## src/rtl/syml_freq_count.sv

```systemverilog
// rtl/syml_freq_count.sv - symbol frequency counter: builds a distinct-symbol table, then streams (symbol, count) pairs
// Symbols are stored in allocation order, so valid entries are always the contiguous prefix [0, cnt_q).
module syml_freq_count #(
    parameter int MAX_SYML = 20,
    parameter int FREQ_W   = 8
) (
    input  logic              clk,
    input  logic              reset,
    input  logic [7:0]        Data_in,
    input  logic              Data_valid,
    input  logic              Data_last,
    output logic              Data_ready,
    output logic [7:0]        Syml,
    output logic [FREQ_W-1:0] Freq,
    output logic              Syml_pulse,
    output logic              fdone,
    output logic              Ovf
);

    localparam int CW = $clog2(MAX_SYML + 1);

    typedef enum logic [1:0] {
        S_IDLE,
        S_COUNT,
        S_EMIT,
        S_DONE
    } state_t;

    state_t              state_q, state_d;
    logic [7:0]          syml_tab_q [MAX_SYML];
    logic [7:0]          syml_tab_d [MAX_SYML];
    logic [FREQ_W-1:0]   freq_tab_q [MAX_SYML];
    logic [FREQ_W-1:0]   freq_tab_d [MAX_SYML];
    logic [MAX_SYML-1:0] valid_q, valid_d;
    logic [CW-1:0]       cnt_q, cnt_d;
    logic [CW-1:0]       idx_q, idx_d;

    logic                ready_q, ready_d;
    logic [7:0]          syml_q, syml_d;
    logic [FREQ_W-1:0]   freq_q, freq_d;
    logic                pulse_q, pulse_d;
    logic                done_q, done_d;
    logic                ovf_q, ovf_d;

    logic                hit;
    logic [CW-1:0]       hit_idx;
    logic                accept;

    assign accept = Data_valid && ready_q;

    // Parallel match against every valid entry; at most one can hit.
    always_comb begin
        hit     = 1'b0;
        hit_idx = '0;
        for (int i = 0; i < MAX_SYML; i++) begin
            if (valid_q[i] && (syml_tab_q[i] == Data_in) && !hit) begin
                hit     = 1'b1;
                hit_idx = CW'(i);
            end
        end
    end

    always_comb begin
        state_d    = state_q;
        syml_tab_d = syml_tab_q;
        freq_tab_d = freq_tab_q;
        valid_d    = valid_q;
        cnt_d      = cnt_q;
        idx_d      = idx_q;
        ready_d    = ready_q;
        syml_d     = '0;
        freq_d     = '0;
        pulse_d    = 1'b0;
        done_d     = done_q;
        ovf_d      = ovf_q;

        case (state_q)
            S_IDLE, S_COUNT: begin
                if (accept) begin
                    if (hit) begin
                        if (freq_tab_q[hit_idx] != {FREQ_W{1'b1}}) begin
                            freq_tab_d[hit_idx] = freq_tab_q[hit_idx] + 1'b1;
                        end
                    end else if (cnt_q < CW'(MAX_SYML)) begin
                        syml_tab_d[cnt_q] = Data_in;
                        freq_tab_d[cnt_q] = FREQ_W'(1);
                        valid_d[cnt_q]    = 1'b1;
                        cnt_d             = cnt_q + 1'b1;
                    end else begin
                        ovf_d = 1'b1;
                    end
                    if (Data_last) begin
                        state_d = S_EMIT;
                        ready_d = 1'b0;
                        idx_d   = '0;
                    end else begin
                        state_d = S_COUNT;
                    end
                end
            end
            S_EMIT: begin
                if (idx_q < cnt_q) begin
                    syml_d  = syml_tab_q[idx_q];
                    freq_d  = freq_tab_q[idx_q];
                    pulse_d = 1'b1;
                    idx_d   = idx_q + 1'b1;
                end else begin
                    state_d = S_DONE;
                    done_d  = 1'b1;
                end
            end
            default: begin
                state_d = S_DONE;
            end
        endcase
    end

    always_ff @(posedge clk or negedge reset) begin
        if (!reset) begin
            state_q <= S_IDLE;
            for (int i = 0; i < MAX_SYML; i++) begin
                syml_tab_q[i] <= '0;
                freq_tab_q[i] <= '0;
            end
            valid_q <= '0;
            cnt_q   <= '0;
            idx_q   <= '0;
            ready_q <= 1'b1;
            syml_q  <= '0;
            freq_q  <= '0;
            pulse_q <= 1'b0;
            done_q  <= 1'b0;
            ovf_q   <= 1'b0;
        end else begin
            state_q    <= state_d;
            syml_tab_q <= syml_tab_d;
            freq_tab_q <= freq_tab_d;
            valid_q    <= valid_d;
            cnt_q      <= cnt_d;
            idx_q      <= idx_d;
            ready_q    <= ready_d;
            syml_q     <= syml_d;
            freq_q     <= freq_d;
            pulse_q    <= pulse_d;
            done_q     <= done_d;
            ovf_q      <= ovf_d;
        end
    end

    assign Data_ready = ready_q;
    assign Syml       = syml_q;
    assign Freq       = freq_q;
    assign Syml_pulse = pulse_q;
    assign fdone      = done_q;
    assign Ovf        = ovf_q;

endmodule
```

## config.mk

```make
export PLATFORM = sky130hd
export DESIGN_NAME = syml_freq_count
export DESIGN_NICKNAME = d
export VERILOG_FILES = /design/src/rtl/syml_freq_count.sv
export SDC_FILE = /design/constraint.sdc
export NUM_CORES = 1
export LEC_CHECK = 0
export ABC_AREA = 1
export ABC_CLOCK_PERIOD_IN_PS = 8000
export CAP_MARGIN = 40
export CORE_MARGIN = 8
export CORE_UTILIZATION = 60
export CTS_CLUSTER_DIAMETER = 30
export CTS_CLUSTER_SIZE = 30
export DETAILED_ROUTE_END_ITERATION = 7
export PLACE_DENSITY = 0.77
export SKIP_LAST_GASP = 1
export SYNTH_ARGS = -nofsm -noshare
export SYNTH_HDL_FRONTEND = slang
export SYNTH_SLANG_ARGS = --single-unit
```

## constraint.sdc

```tcl
create_clock -name clk -period 8 [get_ports clk]
set_clock_uncertainty 0.1 [all_clocks]
set_input_delay 1.6 -clock clk [delete_from_list [all_inputs] [get_ports clk]]
set_output_delay 1.6 -clock clk [all_outputs]
set_load 0.05 [all_outputs]
```

* Word-level counts from Yosys, hierarchy flattened
Index checks and enable logic that the tools add are counted.
** Word-level totals
- Register bits after elaboration :: 372
- Bits of input ports :: 12
- Output and inout bits :: 20
- Logic and storage cells :: 246
** Cells by class
- Add/subtract/negate cells :: 3
- $lt $le $gt $ge :: 9
- Eq/ne operators :: 28
- Mux-type cells :: 73
- Bitwise logic cells :: 10
- Reductions and logical operators :: 73
** Operators with widths (number)
- $mux 160 :: 3
- $bwmux 160 :: 2
- $eq 8x8->1 :: 20
- $and 140x140->140 :: 1
- $not 140->140 :: 1
- $bmux 8 s5 :: 3
- $mux 5 :: 21
- $mux 8 :: 12
- $demux 8 s5 :: 2
- $logic_and 1x1->1 :: 43
- $or 20x20->20 :: 2
- $mux 1 :: 24
- $logic_not 1->1 :: 19
- $ge 6x6->1 const B :: 3
- $not 5->6 :: 3
- $reduce_and 4->1 :: 4
- $lt 6x1->1 const B :: 2
- $add 5x1->5 const B :: 2
- $pmux 5 s2 :: 1
- $add 8x1->8 const B :: 1
- $ne 2x2->1 const B :: 4
- $ne 8x8->1 const B :: 1
- $lt 5x6->1 const B :: 1
- $mux 2 :: 3
- 14 further kinds :: 18

* Longest topological paths before layout
- Word-level depth :: 68
- Mapped depth :: 41
- Gate-level depth less buffers :: 38

* Worst setup path before layout
OpenSTA, ideal clock, no wires.
- Path kind :: input -> register
- Start :: in Data_in[1]
- End :: reg freq_tab_q[70] in the netlist's numbering
- Setup time :: 0.066 ns
- Arrival :: 5.607 ns
- Data required time :: 7.834 ns
- Setup slack :: 2.228 ns
- Stages on the path :: 38
- Buffers on the path :: 6
- Cell sequence :: buf_4 -> inv_4 -> buf_4 -> nand2_2 -> nand2_1 -> inv_2 -> nand2_1 -> nor2_1 -> nand3_1 -> nand2_1 -> nor2_2 -> nand4_1 -> nor2_1 -> nand4_1 -> nor2_2 -> nand4_2 -> nor2_4 -> nand3_2 -> [... 2 more ...] -> buf_6 -> buf_2 -> nand3_1 -> nand2_1 -> nand2_1 -> nand2_1 -> nand2_1 -> nand3_1 -> nor2_2 -> clkbuf_1 -> ha_1 -> nand2_1 -> nor2_2 -> nand2_1 -> xor2_1 -> clkbuf_1 -> nand2_1 -> nand2_1
** Between the ends
- Cells in the longest elaborated chain, start to end :: 68
- Elaborated cells between the ends (all ways) :: 134
- Those cells by class :: add/sub (1); order compare (2); eq/ne (22); mux (47); bitwise (1); reduce/logical (61)
** RTL lines
- from (decl) :: RTL line 9 : input logic [7:0] Data_in,
- $eq 8x8->1 :: RTL line 56 : if (valid_q[i] && (syml_tab_q[i] == Data_in) && !hit) begin
- $logic_and 1x1->1 :: RTL line 56
- $mux 1 :: RTL line 56
- $logic_not 1->1 :: RTL line 56
- $logic_and 1x1->1 :: RTL line 56
- $mux 1 :: RTL line 56
- $logic_not 1->1 :: RTL line 56
- $logic_and 1x1->1 :: RTL line 56
- [... 52 more ...]
- $not 5->6 (not written as such) :: RTL line 81, 82
- $bmux 8 s5 (tied with other cells) :: RTL line 81, 82
- $mux 8 (not written as such) / $logic_and 1x1->1 (equally long branches) :: RTL line 81, 82
- $mux 8 (on tied branches) :: RTL line 81, 82
- $add 8x1->8 / $demux 8 s5 (equally long branches) :: RTL line 82 : freq_tab_d[hit_idx] = freq_tab_q[hit_idx] + 1'b1;
- $bwmux 160 :: RTL line 82
- $mux 160 :: RTL line 81 : if (freq_tab_q[hit_idx] != {FREQ_W{1'b1}}) begin
- $mux 160 :: RTL line 80 : if (hit) begin
- to (signal assigned) :: RTL line 137 : freq_tab_q <= freq_tab_d;
- to (decl) :: RTL line 32 : logic [FREQ_W-1:0] freq_tab_q [MAX_SYML];
Several ways; a longest one is shown, not always the timed one. The select of a mux whose other input is x is not followed.
A chain may end at the register's enable or synchronous reset.

* Worst setup path in the final report
- Start :: in Data_in[0]
- End :: reg freq_tab_q[28] in the netlist's numbering
Same word-level chain as after synthesis.

==> flow_summary.json <==
{
  "placed_cell_area_sq_um": 23500,
  "die-area_sq_um": 44300,
  "rsz0062_at_grt": "false",
  "status": "finished, final reports clean",
  "cap_violations": 0,
  "wl_um": 84300,
  "drtAntennaViolNets": 0,
  "end_kind": "flop",
  "tritoncts": "done",
  "insertedDiodeCount": 0,
  "root_buffer": "clkbuf_16",
  "hold_ws_ps": 352,
  "synth_fp_nets": 3297,
  "critPathKind": "input pin to flop",
  "clockBufferDepth": 3,
  "grt_pass1_vias": 22921,
  "crit_arrival_ps": 8110,
  "p_leak_nw": 12.9,
  "critical_path.startpoint_type": "input pin",
  "core_area_sq_um": 37500,
  "final_area_sq_um": 26900,
  "num_vias": 24113,
  "ys_types": 65,
  "worst-endpoint-required_ps": 8410,
  "min_path_cells": 2,
  "min_path_type": "flop to flop",
  "clk_pin_slew_worst_paths_ps": 50,
  "firstDrtPassIters": 6,
  "final-hold-violation-count": 0,
  "worstPathMaxFanout": 30,
  "chipHeight_um": 210,
  "syn_avg_cell_area_sq_um": 6.93,
  "slew_viol_final": 0,
  "gp_congestion": 1.01,
  "placementRows": 71,
  "period_share_pct": 96.2,
  "ys_ff_latch": 372,
  "dp_hpwl_um": 56300,
  "overflow": 0,
  "clock-sinks": 372,
  "drive_gt1_share_pct": 9.71,
  "synth-async-reset-ratio_pct": 100,
  "netlist_instances": 3275,
  "max_freq_ghz": 0.130,
  "viasPerCell": 6.20,
  "initial_core_util_pct": 60.5,
  "layout_common_cells": "nand2_1, o21ai_0, dfrtp_1, nor2_1, inv_1",
  "ys_seq_area_share_pct": 41.0,
  "period_minus_slack_ps": 7700,
  "critPathMostFrequentCell": "nor2_1",
  "htreeDepth": 3,
  "die_w_um": 210,
  "finalNetCount": 3323,
  "synth_edf_count": 0,
  "r2r_cells": 29,
  "io_buffers": 31,
  "irDropWorstVdd_mv": 0.196,
  "syn_area_sq_um": 22700,
  "slowest_delay_ps": 700,
  "grt_pass1_wl_um": 131000,
  "yosys_warnings": 0,
  "grt_max_degree": 117,
  "io-pin-count": 32,
  "setup_viol": 0,
  "tightest_slew_ps": 939,
  "grt_usage_pct": 37.7,
  "relSlewSlack_pct": 37.4,
  "power.density_nw_per_um2": 233,
  "area_delta_synth_final_pct": 18.5,
  "synth_flop_cell": "dfrtp_1",
  "cts_buffers": 90,
  "drcViolationCount": 0,
  "wl_per_cell_um": 21.7,
  "hold_buffers": 0,
  "final_common_cell": "nand2_1",
  "cp_slowest_cell": "clkdlybuf4s50_1",
  "nFillCells": 3016,
  "antenna_found_initial": 0,
  "clock_latency_ps": 640,
  "drtIter0Drc": 3502
}
metrics by stage:
| stage | total power [W] | utilization (%) | cells | setup TNS [ps] | worst slack, ps |
|---|---|---|---|---|---|
| 2_1_floorplan | 0.00207 | - | 3275 | 0 | 2230 |
| 3_3_place_gp | 0.00219 | 62.4 | 3713 | -1540 | -117 |
| 3_5_place_dp | 0.00220 | 62.6 | 3719 | -2940 | -177 |
| 4_1_cts | 0.00626 | 71.7 | 3888 | 0 | 452 |
| 5_1_grt | 0.00639 | 71.7 | 3889 | 0 | 3.32 |
| 6_report | 0.00626 | 71.7 | 3889 | 0 | 302 |
sequential cells by signal, summed over array words and instances, names as in the netlist:
register / flops
freq_tab_q: 160
syml_tab_q: 160
valid_q: 20
Freq: 8
Syml: 8
cnt_q: 5
idx_q: 5
state_q: 2
Data_ready: 1
Ovf: 1
Syml_pulse: 1
fdone: 1
path summary, 6_finish.rpt:
| path | from | to | slack (ps) |
|---|---|---|---|
| max | Data_in[0] | freq_tab_q[28] | 300 |
| min | valid_q[19] | valid_q[19] | 350 |
| max reg2reg | syml_tab_q[144] | freq_tab_q[28] | 2060 |
| min reg2reg | valid_q[19] | valid_q[19] | 350 |
| max in group asynchronous | reset | freq_tab_q[84] | 5670 |
| min in group asynchronous | reset | syml_tab_q[145] | 830 |
worst max-delay path, delay by kind of cell:
family                     cells  cell delay (ps)
adders and majority gates      1              220
buffers and inverters          8             2760
and+or+nand+nor               20             3030
AOI/OAI and AO/OA              2              450
area by class of cell:
cell class	instances	area (sq um)	area share, %
clock buffer	110	2430	9.03
clock inverter	59	967	3.60
inverter	301	1140	4.24
multi-input combinational	2429	11400	42.6
sequential	372	9320	34.6
tap	511	639	2.38
timing repair buffer	107	953	3.55
logic make-up after synthesis:
logic type	Yosys count	synth area share [%]
adder cells (fa/ha/maj)	10	0.551
flip-flops	372	41.0
XOR/XNOR	46	1.81
AO/OA/AOI/OAI	672	16.3
AND/OR/NAND/NOR	1701	31.8
buffers and inverters	474	8.60
report_power, final:
group	switching (W)	leakage (nW)	internal, W
logic	0.000221	6.37	0.0000707
clock network	0.00128	1.63	0.00280
registers	0	4.93	0.00189
total	0.00150	12.9	0.00476
cell usage after synthesis, types with 6 or more instances:
library cell / number / area share [%]
or2_2: 13 / 0.36
ha_1: 10 / 0.55
a21oi_1: 134 / 3.0
nand4_2: 12 / 0.66
nor2_1: 313 / 5.2
nor3_1: 23 / 0.51
a211oi_1: 6 / 0.20
clkbuf_1: 116 / 1.9
buf_2: 23 / 0.51
buf_4: 18 / 0.60
nand4_1: 61 / 1.7
inv_2: 12 / 0.20
buf_6: 7 / 0.35
o22ai_1: 34 / 0.94
a221oi_1: 8 / 0.31
o221ai_1: 7 / 0.27
xnor2_1: 15 / 0.58
nor2_2: 14 / 0.39
nand2_2: 7 / 0.19
nand2_1: 1086 / 18
inv_1: 284 / 4.7
nand3b_1: 18 / 0.60
o21ai_0: 393 / 8.7
o21ai_1: 25 / 0.55
nor2_4: 11 / 0.55
nor4_1: 21 / 0.58
xor2_1: 30 / 1.2
o211ai_1: 9 / 0.30
buf_1: 8 / 0.13
nand3_1: 99 / 2.2
a22oi_1: 22 / 0.73
dfrtp_1: 371 / 41
repair_timing:
item	in CTS	in global routing
endpoints found under the setup margin	0	17
setup buffers	0	1
gates resized for setup	0	3
per-layer routing:
metal / vias up / share of wire (%) / GRT usage, %
li1: 10741 / - / -
met1: 11335 / 41 / 53.1
met2: 1731 / 43 / 55.3
met3: 306 / 13 / 8.81
met4: 0 / 4.3 / 16.0
met5: - / 0 / 0
Note: power is estimated with default switching activity, not from simulation.
